===== config.mk =====
export PLATFORM = sky130hd
export DESIGN_NAME = axis_packet_tx
export DESIGN_NICKNAME = d
export VERILOG_FILES = /design/src/rtl/cell_comm_pkg.sv /design/src/rtl/axis_packet_tx_req_buf.sv /design/src/rtl/axis_packet_tx.sv
export SDC_FILE = /design/constraint.sdc
export NUM_CORES = 1
export LEC_CHECK = 0
export CAP_MARGIN = 20
export CORE_ASPECT_RATIO = 0.9
export CORE_MARGIN = 2
export CORE_UTILIZATION = 38
export CTS_CLUSTER_SIZE = 28
export DETAILED_ROUTE_END_ITERATION = 8
export GPL_ROUTABILITY_DRIVEN = 0
export HOLD_SLACK_MARGIN = 0.05
export PLACE_DENSITY_LB_ADDON = 0.15
export SLEW_MARGIN = 20
export SYNTH_ARGS = -nofsm -noshare
export SYNTH_HDL_FRONTEND = slang
export SYNTH_HIERARCHICAL = 1
export SYNTH_SLANG_ARGS = --single-unit

===== constraint.sdc =====
create_clock -name auroraClk -period 3.1 [get_ports auroraClk]
set_clock_uncertainty 0.1 [all_clocks]
set_input_delay 0.31 -clock auroraClk [delete_from_list [all_inputs] [get_ports auroraClk]]
set_output_delay 0.31 -clock auroraClk [all_outputs]
set_load 0.03 [all_outputs]

===== src/rtl/cell_comm_pkg.sv =====
// cell_comm_pkg: shared FSM encodings, header field defaults and header builder for the cell link.
package cell_comm_pkg;
  typedef enum logic [1:0] {S_IDLE = 2'd0, S_HEADER = 2'd1, S_DATA = 2'd2} state_e;
  localparam int MAGIC_WIDTH_DEF     = 16;
  localparam int MAGIC_START_BIT_DEF = 16;
  localparam int INDEX_WIDTH_DEF     = 5;
  localparam int INDEX_START_BIT_DEF = 10;
  function automatic logic [31:0] f_build_header(input logic [31:0] magic, input logic [31:0] index,
                                                 input int magic_lsb = MAGIC_START_BIT_DEF,
                                                 input int index_lsb = INDEX_START_BIT_DEF);
    return (magic << magic_lsb) | (index << index_lsb);
  endfunction
endpackage


===== src/rtl/axis_packet_tx_req_buf.sv =====
// axis_packet_tx_req_buf: 1-deep pending request register; flush and pop free the slot before a push is judged.
module axis_packet_tx_req_buf #(
  parameter int W = 8
) (
  input  logic         clk,
  input  logic         rst_n,
  input  logic         push_i,
  input  logic         pop_i,
  input  logic         flush_i,
  input  logic [W-1:0] data_i,
  output logic         full_o,
  output logic [W-1:0] data_o,
  output logic         drop_o
);
  logic         full_q, full_d, keep;
  logic [W-1:0] data_q;
  assign keep   = full_q && !flush_i && !pop_i;
  assign drop_o = push_i && keep;
  assign full_d = keep || push_i;
  assign full_o = full_q;
  assign data_o = data_q;
  always_ff @(posedge clk or negedge rst_n) begin
    if (!rst_n) begin
      full_q <= 1'b0;
      data_q <= '0;
    end else begin
      full_q <= full_d;
      if (push_i && !keep) data_q <= data_i;
    end
  end
endmodule


===== src/rtl/axis_packet_tx.sv =====
// axis_packet_tx: frames packet requests (header + data words) onto an AXI-Stream TX port.
// Optional AXIS_PACKET_TX_FAULT_INJECT_EN adds per-request bad-magic and short-packet injection.
module axis_packet_tx
  import cell_comm_pkg::*;
#(
  parameter int MAGIC_WIDTH     = MAGIC_WIDTH_DEF,
  parameter int MAGIC_START_BIT = MAGIC_START_BIT_DEF,
  parameter int INDEX_WIDTH     = INDEX_WIDTH_DEF,
  parameter int INDEX_START_BIT = INDEX_START_BIT_DEF,
  parameter int NUM_DATA_WORDS  = 1
) (
  input  logic                         auroraClk,
  input  logic                         auroraResetN,
  input  logic                         newCycleStrobe,
  input  logic [MAGIC_WIDTH-1:0]       headerMagic,
  input  logic                         sendStrobe,
  input  logic [INDEX_WIDTH-1:0]       sendIndex,
  input  logic [32*NUM_DATA_WORDS-1:0] sendData,
`ifdef AXIS_PACKET_TX_FAULT_INJECT_EN
  input  logic                         injectBadMagic,
  input  logic                         injectShort,
`endif
  output logic                         TVALID,
  input  logic                         TREADY,
  output logic                         TLAST,
  output logic [31:0]                  TDATA,
  output logic                         busy,
  output logic [15:0]                  sentCount,
  output logic [15:0]                  dropCount
);
  localparam int WC = $clog2(NUM_DATA_WORDS + 1);
  localparam int DW = 32 * NUM_DATA_WORDS;
`ifdef AXIS_PACKET_TX_FAULT_INJECT_EN
  localparam int PW = DW + INDEX_WIDTH + 2;
`else
  localparam int PW = DW + INDEX_WIDTH;
`endif
  if (INDEX_START_BIT + INDEX_WIDTH - 1 >= MAGIC_START_BIT) begin : g_bad_fields
    $error("axis_packet_tx: index field overlaps magic field");
  end
  if (NUM_DATA_WORDS < 1) begin : g_bad_words
    $error("axis_packet_tx: NUM_DATA_WORDS must be >= 1");
  end
  state_e            state_q, state_d;
  logic              tvalid_q, tvalid_d, tlast_q, tlast_d;
  logic [31:0]       tdata_q, tdata_d;
  logic [DW-1:0]     words_q, words_d;
  logic [WC-1:0]     wc_q, wc_d, wc_nx;
  logic [15:0]       sent_q, sent_d, drop_q, drop_d;
  logic [PW-1:0]     req_in, buf_data, ld;
  logic              buf_full, drop, beat, done, pend_v, can_load, pop, push, load, ld_bad, ld_short;
`ifdef AXIS_PACKET_TX_FAULT_INJECT_EN
  assign req_in   = {injectBadMagic, injectShort, sendIndex, sendData};
  assign ld_bad   = ld[PW-1];
  assign ld_short = ld[PW-2];
`else
  assign req_in   = {sendIndex, sendData};
  assign ld_bad   = 1'b0;
  assign ld_short = 1'b0;
`endif
  assign beat     = tvalid_q && TREADY;
  assign done     = beat && tlast_q;
  assign pend_v   = buf_full && !newCycleStrobe;
  assign can_load = (state_q == S_IDLE) || done;
  assign pop      = can_load && pend_v;
  assign load     = can_load && (pend_v || sendStrobe);
  // A strobe that cannot go straight onto the wire is offered to the pending slot.
  assign push     = sendStrobe && !(can_load && !pend_v);
  assign ld       = pop ? buf_data : req_in;
  assign wc_nx    = wc_q + 1'b1;
  axis_packet_tx_req_buf #(.W(PW)) u_req_buf (
    .clk(auroraClk), .rst_n(auroraResetN), .push_i(push), .pop_i(pop), .flush_i(newCycleStrobe),
    .data_i(req_in), .full_o(buf_full), .data_o(buf_data), .drop_o(drop)
  );
  always_comb begin
    state_d  = state_q;
    tvalid_d = tvalid_q;
    tlast_d  = tlast_q;
    tdata_d  = tdata_q;
    words_d  = words_q;
    wc_d     = wc_q;
    sent_d   = sent_q + 16'(done);
    drop_d   = drop_q + 16'(drop && drop_q != 16'hFFFF);
    if (load) begin
      state_d  = S_HEADER;
      tvalid_d = 1'b1;
      tlast_d  = ld_short;
      words_d  = ld[DW-1:0];
      tdata_d  = f_build_header(32'(ld_bad ? ~headerMagic : headerMagic), 32'(ld[DW+:INDEX_WIDTH]),
                                MAGIC_START_BIT, INDEX_START_BIT);
    end else if (done) begin
      state_d  = S_IDLE;
      tvalid_d = 1'b0;
      tlast_d  = 1'b0;
    end else if (beat && state_q == S_HEADER) begin
      state_d = S_DATA;
      tdata_d = words_q[31:0];
      tlast_d = (NUM_DATA_WORDS == 1);
      wc_d    = '0;
    end else if (beat) begin
      wc_d    = wc_nx;
      tdata_d = 32'(words_q >> {wc_nx, 5'd0});
      tlast_d = (wc_nx == WC'(NUM_DATA_WORDS - 1));
    end
  end
  always_ff @(posedge auroraClk or negedge auroraResetN) begin
    if (!auroraResetN) begin
      state_q  <= S_IDLE;
      tvalid_q <= 1'b0;
      tlast_q  <= 1'b0;
      tdata_q  <= '0;
      words_q  <= '0;
      wc_q     <= '0;
      sent_q   <= '0;
      drop_q   <= '0;
    end else begin
      state_q  <= state_d;
      tvalid_q <= tvalid_d;
      tlast_q  <= tlast_d;
      tdata_q  <= tdata_d;
      words_q  <= words_d;
      wc_q     <= wc_d;
      sent_q   <= sent_d;
      drop_q   <= drop_d;
    end
  end
  assign TVALID    = tvalid_q;
  assign TLAST     = tlast_q;
  assign TDATA     = tdata_q;
  assign busy      = (state_q != S_IDLE) || buf_full;
  assign sentCount = sent_q;
  assign dropCount = drop_q;
endmodule


==> results of run 1 <==
## logic make-up after synthesis
group                    count (synthesis)  share of synthesized area [%]
XOR/XNOR                                28                           3.74
adder cells (fa/ha/maj)                  4                          0.763
AND/OR/NAND/NOR                        241                           21.6
flip-flops                             139                           53.0
AO/OA/AOI/OAI                          158                           16.9
buffers and inverters                   53                           3.95
## state kept, by name, indices dropped and copies added (netlist names), 2 cells and up
register	count
TDATA	32
dropCount	16
sentCount	16
state_q	2
u_req_buf/data_o	37
words_q	32
## worst max-delay path, cell delays in order, from the launching register on
cell and delay (ns):
dfrtp_1 0.41, nor2_1 0.43, nor2_1 0.13, nor2_2 0.18
nor3b_4 0.06, and2_1 0.17, o41a_1 0.11, ha_1 0.22
ha_1 0.23, nand3_1 0.20, nor3_1 0.08, xor2_1 0.15
## power breakdown
group	leakage (nW)	switching (W)	internal, W
combinational	1.54	0.00188	0.00139
clock	0.319	0.000766	0.00146
sequential	1.69	0.000543	0.00254
total	3.55	0.00319	0.00539
## cell usage after synthesis (2+ instances only)
cell and n:
nand2b_1 38, o32a_1 4, nor2_1 42, dfrtp_1 139
clkbuf_1 15, o21ai_0 7, a21oi_1 39, xnor2_1 19
or2_2 2, o211ai_1 41, inv_1 6, o22ai_1 32
nor3_1 7, buf_2 26, nand4_1 6, buf_6 3
nand2_1 60, and3_1 9, a22o_1 11, xor2_1 9
ha_1 4, nand3_1 17, a221o_1 16, nand4bb_1 37
and2_1 17
## routing by layer
layer / up-vias / global-route usage, % / part of all wire [%]
met2: 141 / 31.8 / 45
met4: 0 / 6.64 / 1.3
met3: 13 / 5.66 / 4.6
li1: 2513 / - / -
met5: - / 0 / 0
met1: 2614 / 28.2 / 49
## worst max path at each step
stage,startpoint,endpoint,depth (start not counted)
6_report,state_q[0],dropCount[12],11
3_3_place_gp,TREADY,dropCount[12],13
5_1_grt,TLAST,dropCount[12],12
2_1_floorplan,TLAST,dropCount[12],13
3_5_place_dp,TREADY,dropCount[12],13
4_1_cts,TLAST,dropCount[12],12
## cell type report
cell class	instances	share of cell area (%)
Clock buffer	19	5.21
Clock inverter	12	2.25
Inverter	7	0.317
Sequential cell	139	40.0
Timing Repair Buffer	146	16.4
Tap cell	211	3.04
Multi-Input combinational cell	431	32.8
## what timing repair did
item,4_1_cts,5_1_grt
gates resized for setup,0,0
hold endpoints to repair,61,0
hold buffers,1,0
## metrics by stage
| stage | cell area, sq um | hold WS, ns |
|---|---|---|
| final | 8690 | 0.334 |
| after global routing | 8690 | 0.388 |
| after CTS | 8690 | 0.361 |
| after detailed placement | 8030 | 0.240 |
| after global placement | 8030 | 0.244 |
| after floorplan | 6560 | -0.0856 |
==> impl_metrics.yaml, run 1 <==
outcome:
  status: "finished, final reports clean"
grt:
  overflow: 0
  antenna_found_initial: 1
  grt_start_max_net_pins: 76
  grtUsageTotal_pct: 20.5
  grt_pass1_vias: 5553
  grt_pass1_wl_um: 29400
synthesis:
  synth_top_area_share_pct: 53.0
  ys_warn_count: 6
  yosysTopAreaCell: "dfrtp_1"
  synth_edf_count: 0
  synthFlopType: "dfrtp_1"
  ys_ff_latch: 139
  async_reset_ff_share_pct: 100
  synthCells: 623
  syn-num-nets: 685
  synthDistinctLibCells: 42
  yosysSeqAreaShare_pct: 53.0
  syn_area_per_cell_sq_um: 10.5
  netlist_area_sq_um: 6560
  yosys-top-cells-area: "dfrtp_1, nand4bb_1, o211ai_1, nand2b_1, nand2_1"
power:
  ir_drop_mv: 0.458
  power.density_nw_per_um2: 987
  total_power_w: 0.00858
  leakage_nw: 3.55
sta:
  period_share_pct: 83.7
  worst_slew_pin_slew_ns: 0.697
  slew_headroom_pct: 53.5
  hold_violations: 0
  fin_setup_tns_ns: 0
  finalSetupViolCount: 0
  fin_ws_ns: 0.504
  period_minus_slack_ns: 2.60
  fmax_mhz: 385
  rsz0062_at_grt: "no"
  drv_slew: 0
worst_setup_path:
  critPathKind: "flop to flop"
  cp-start-kind: "flop"
  crit_fanout: 6
  rr_worst_depth: 11
  end_kind: "flop"
  reg2reg_slack_ns: 0.50
  r2r-end: "dropCount[12]"
  crit_required_ns: 3.29
  reg2reg_from: "state_q[0]"
  arrival_ns: 2.79
finish:
  fin_util_pct: 51.4
  finalNetCount: 804
  antenna_cells: 0
  instances_no_fill: 965
  fill_cells: 1502
  seqCellArea_sq_um: 3480
  drive_gt1_share_pct: 8.49
  final_common_cell: "dfrtp_1"
  final_cell_mix: "dfrtp_1, clkdlybuf4s50_1, nand2_1, nor2_1, o211ai_1"
  area_delta_synth_final_pct: 32.4
  multi_input_area_sq_um: 2850
floorplanning:
  initial_core_util_pct: 38.8
  pin_count: 125
  dieArea_sq_um: 18300
  die_w_um: 142
  dieHeight_um: 129
  rows: 45
  coreArea_sq_um: 16900
clocking:
  post-cts-setup-buffers: 0
  cts_buffers: 17
  clock-sinks: 139
  cts.reportedPaths.clkPinSlew_ns: 0.06
  ctsLongestPathBuffers: 2
  tritoncts: "yes"
  clk_latency_ns: 0.42
  cts-root-buf: "clkbuf_16"
  cts_max_level: 4
drt:
  antenna_left: 0
  drt_pass1_iterations: 5
  drt_wl_total_um: 17800
  drc: 0
  wl_per_cell_um: 18.4
  drt_iter0_drc: 404
  viasPerCell: 5.47
  dr_total_vias: 5281
place:
  dp_slack_ns: 0.241
  placement.io_buffers: 124
  dp_cells: 933
  hpwl_um: 11400
run:
  cap_violations: 0
worst_hold_path:
  hp-class: "primary input to async pin"
(Power assumes the default switching activity.)
==> inputs of run 2 (changes only) <==
- clock period: 3.1 -> 2.6 ns (I/O delays scaled with it)
==> run 2 against run 1 <==
- power up 16%
- routed wire length is 0.97% lower
- worst setup slack worse by 0.27 ns
- combinational power rose by 21%
- die area is the same
- hold slack gained 0.0041 ns
- global-route usage shrank 0.36 points
- via count grew 2.2%
- sequential share of layout area is 0.16 points lower
- first-iteration DRC count up 2.0%
- critical endpoint unchanged
- largest cell class unchanged
- largest power group unchanged
==> impl_metrics.yaml, run 2 (synthesis results as in run 1) <==
place:
  hpwl_um: 11200
  place_area_sq_um: 8130
  placement.io_buffers: 124
power:
  seqPwrFrac_pct: 36.9
  pwr-share-clk_pct: 23.5
  ir_drop_mv: 0.672
  power.density_nw_per_um2: 1140
  leakage_nw: 3.56
  comb_power_share_pct: 39.6
  total_power_w: 0.00997
  p_switching_w: 0.00382
  intPower_w: 0.00615
  swShare_pct: 38.3
finish:
  area_delta_synth_final_pct: 33.0
  seqCellArea_sq_um: 3480
  drive_gt1_share_pct: 10.5
  final_area_sq_um: 8730
  largest_reg_flops: 37
  fill_cells: 1489
  final_cell_mix: "dfrtp_1, clkdlybuf4s50_1, nand2_1, o211ai_1, nor2_1"
  antenna_cells: 0
  final_common_cell: "dfrtp_1"
  multi_input_area_sq_um: 2880
  finalNetCount: 812
sta:
  fmax_mhz: 423
  finalSetupViolCount: 0
  fin_setup_tns_ns: 0
  drv_slew: 0
  rsz0062_at_grt: "no"
  hold_violations: 0
  slew_headroom_pct: 35.9
  period_minus_slack_ns: 2.36
  period_share_pct: 90.9
  worst_slew_pin_slew_ns: 0.960
floorplanning:
  dieHeight_um: 129
  initial_core_util_pct: 38.8
  die_w_um: 142
  coreArea_sq_um: 16900
  dieArea_sq_um: 18300
  pin_count: 125
  rows: 45
clocking:
  tritoncts: "yes"
  cts-root-buf: "clkbuf_16"
  cts.reportedPaths.clkPinSlew_ns: 0.06
  cts_max_level: 4
  clk_latency_ns: 0.42
  ctsLongestPathBuffers: 2
  cts_buffers: 17
  clock-sinks: 139
worst_setup_path:
  crit_top_cell: "ha_1"
  cp_cell_sequence: "nand3_2 -> clkinv_2 -> nor2_4 -> nor2_2 -> nor3b_4 -> and2_1 -> o41a_1 -> ha_1 -> ha_1 -> nand3_4 -> nor3_2 -> xor2_1"
  path_delay_family: "simple AND/OR/NAND/NOR gates"
  arrival_ns: 2.60
  crit_required_ns: 2.83
  rr_worst_depth: 12
  critPathKind: "flop to flop"
  cp.depth: 12
  path_buf_inv: 1
  crit_fanout: 8
  crit_slowest_cell: "dfrtp_2"
  cpPeakStageDelay_ns: 0.47
  cp-start-kind: "flop"
  end_kind: "flop"
drt:
  drt_pass1_iterations: 5
  dr_total_vias: 5398
  drt_iter0_drc: 412
  drt_wl_total_um: 17600
  viasPerCell: 5.54
  drc: 0
  antenna_left: 0
  wl_per_cell_um: 18.1
grt:
  grt_start_max_net_pins: 76
  grt_pass1_vias: 5549
  overflow: 0
  grt_pass1_wl_um: 29000
  grtUsageTotal_pct: 20.2
  antenna_found_initial: 1
outcome:
  status: "finished, final reports clean"
worst_hold_path:
  hp-class: "primary input to async pin"
run:
  cap_violations: 0
## run 2: cell types whose count changed in the layout (fill, tap and decap cells not counted), moves of 2 or more
cell        change
buf_4           +7
bufinv_16       -3
clkinv_2        +3
nor3_1          -3
nor3_2          +3
buf_12          +2
clkinvlp_4      +2
dfrtp_1         -2
dfrtp_2         +2
## run 2: cell type report
cell class | instances | share of cell area, %
clock buffer | 19 | 5.08
clock inverter | 13 | 1.45
inverter | 7 | 0.315
multi-input combinational | 431 | 33.0
sequential | 139 | 39.9
tap | 211 | 3.03
timing repair buffer | 154 | 17.2
## run 2: routing by layer
metal,GRT usage (%),part of all wire (%)
met1,27.9,48
met2,31.3,45
met3,5.69,5.5
met4,5.77,1.1
met5,0,0
## run 2: power by group through the flow
stage	Combinational, W	Sequential (W)	Clock [W]
final	0.00395	0.00367	0.00235
after detailed placement	0.00396	0.00369	0
after floorplan	0.00211	0.00403	0
after global routing	0.00431	0.00379	0.00250
after global placement	0.00387	0.00366	0
after CTS	0.00398	0.00367	0.00239
## run 2: worst paths after layout
kind	startpoint	slack, ns	end
max	TLAST	0.24	dropCount[12]
min	auroraResetN	0.34	sentCount[2]
max reg2reg	TLAST	0.24	dropCount[12]
min reg2reg	sentCount[15]	0.37	sentCount[15]
max in group asynchronous	auroraResetN	1.38	words_q[0]
min in group auroraClk	sendData[13]	0.35	u_req_buf/data_o[13]
## run 2: what timing repair did
action | in CTS | in global routing
setup endpoints to repair | 0 | 2
resized for setup | 0 | 1
buffers inserted | 0 | 1
hold endpoints to repair | 70 | 0
hold buffers | 1 | 0
## run 2: metrics by stage
stage | worst slack (ns) | std cells | hold slack, ns | util (%)
after floorplan | 0.0206 | 623 | -0.136 | -
after global placement | 0.0296 | 940 | 0.234 | 48.1
after detailed placement | -0.0660 | 940 | 0.251 | 48.1
after CTS | 0.200 | 973 | 0.338 | 51.6
after global routing | 0.0291 | 974 | 0.359 | 51.7
final | 0.238 | 974 | 0.338 | 51.7
==> inputs of run 3 (changes only) <==
- SKIP_LAST_GASP: default -> 1
==> results of run 3 <==
Same layout as run 2: the final DEF is identical, and so are final timing and power.
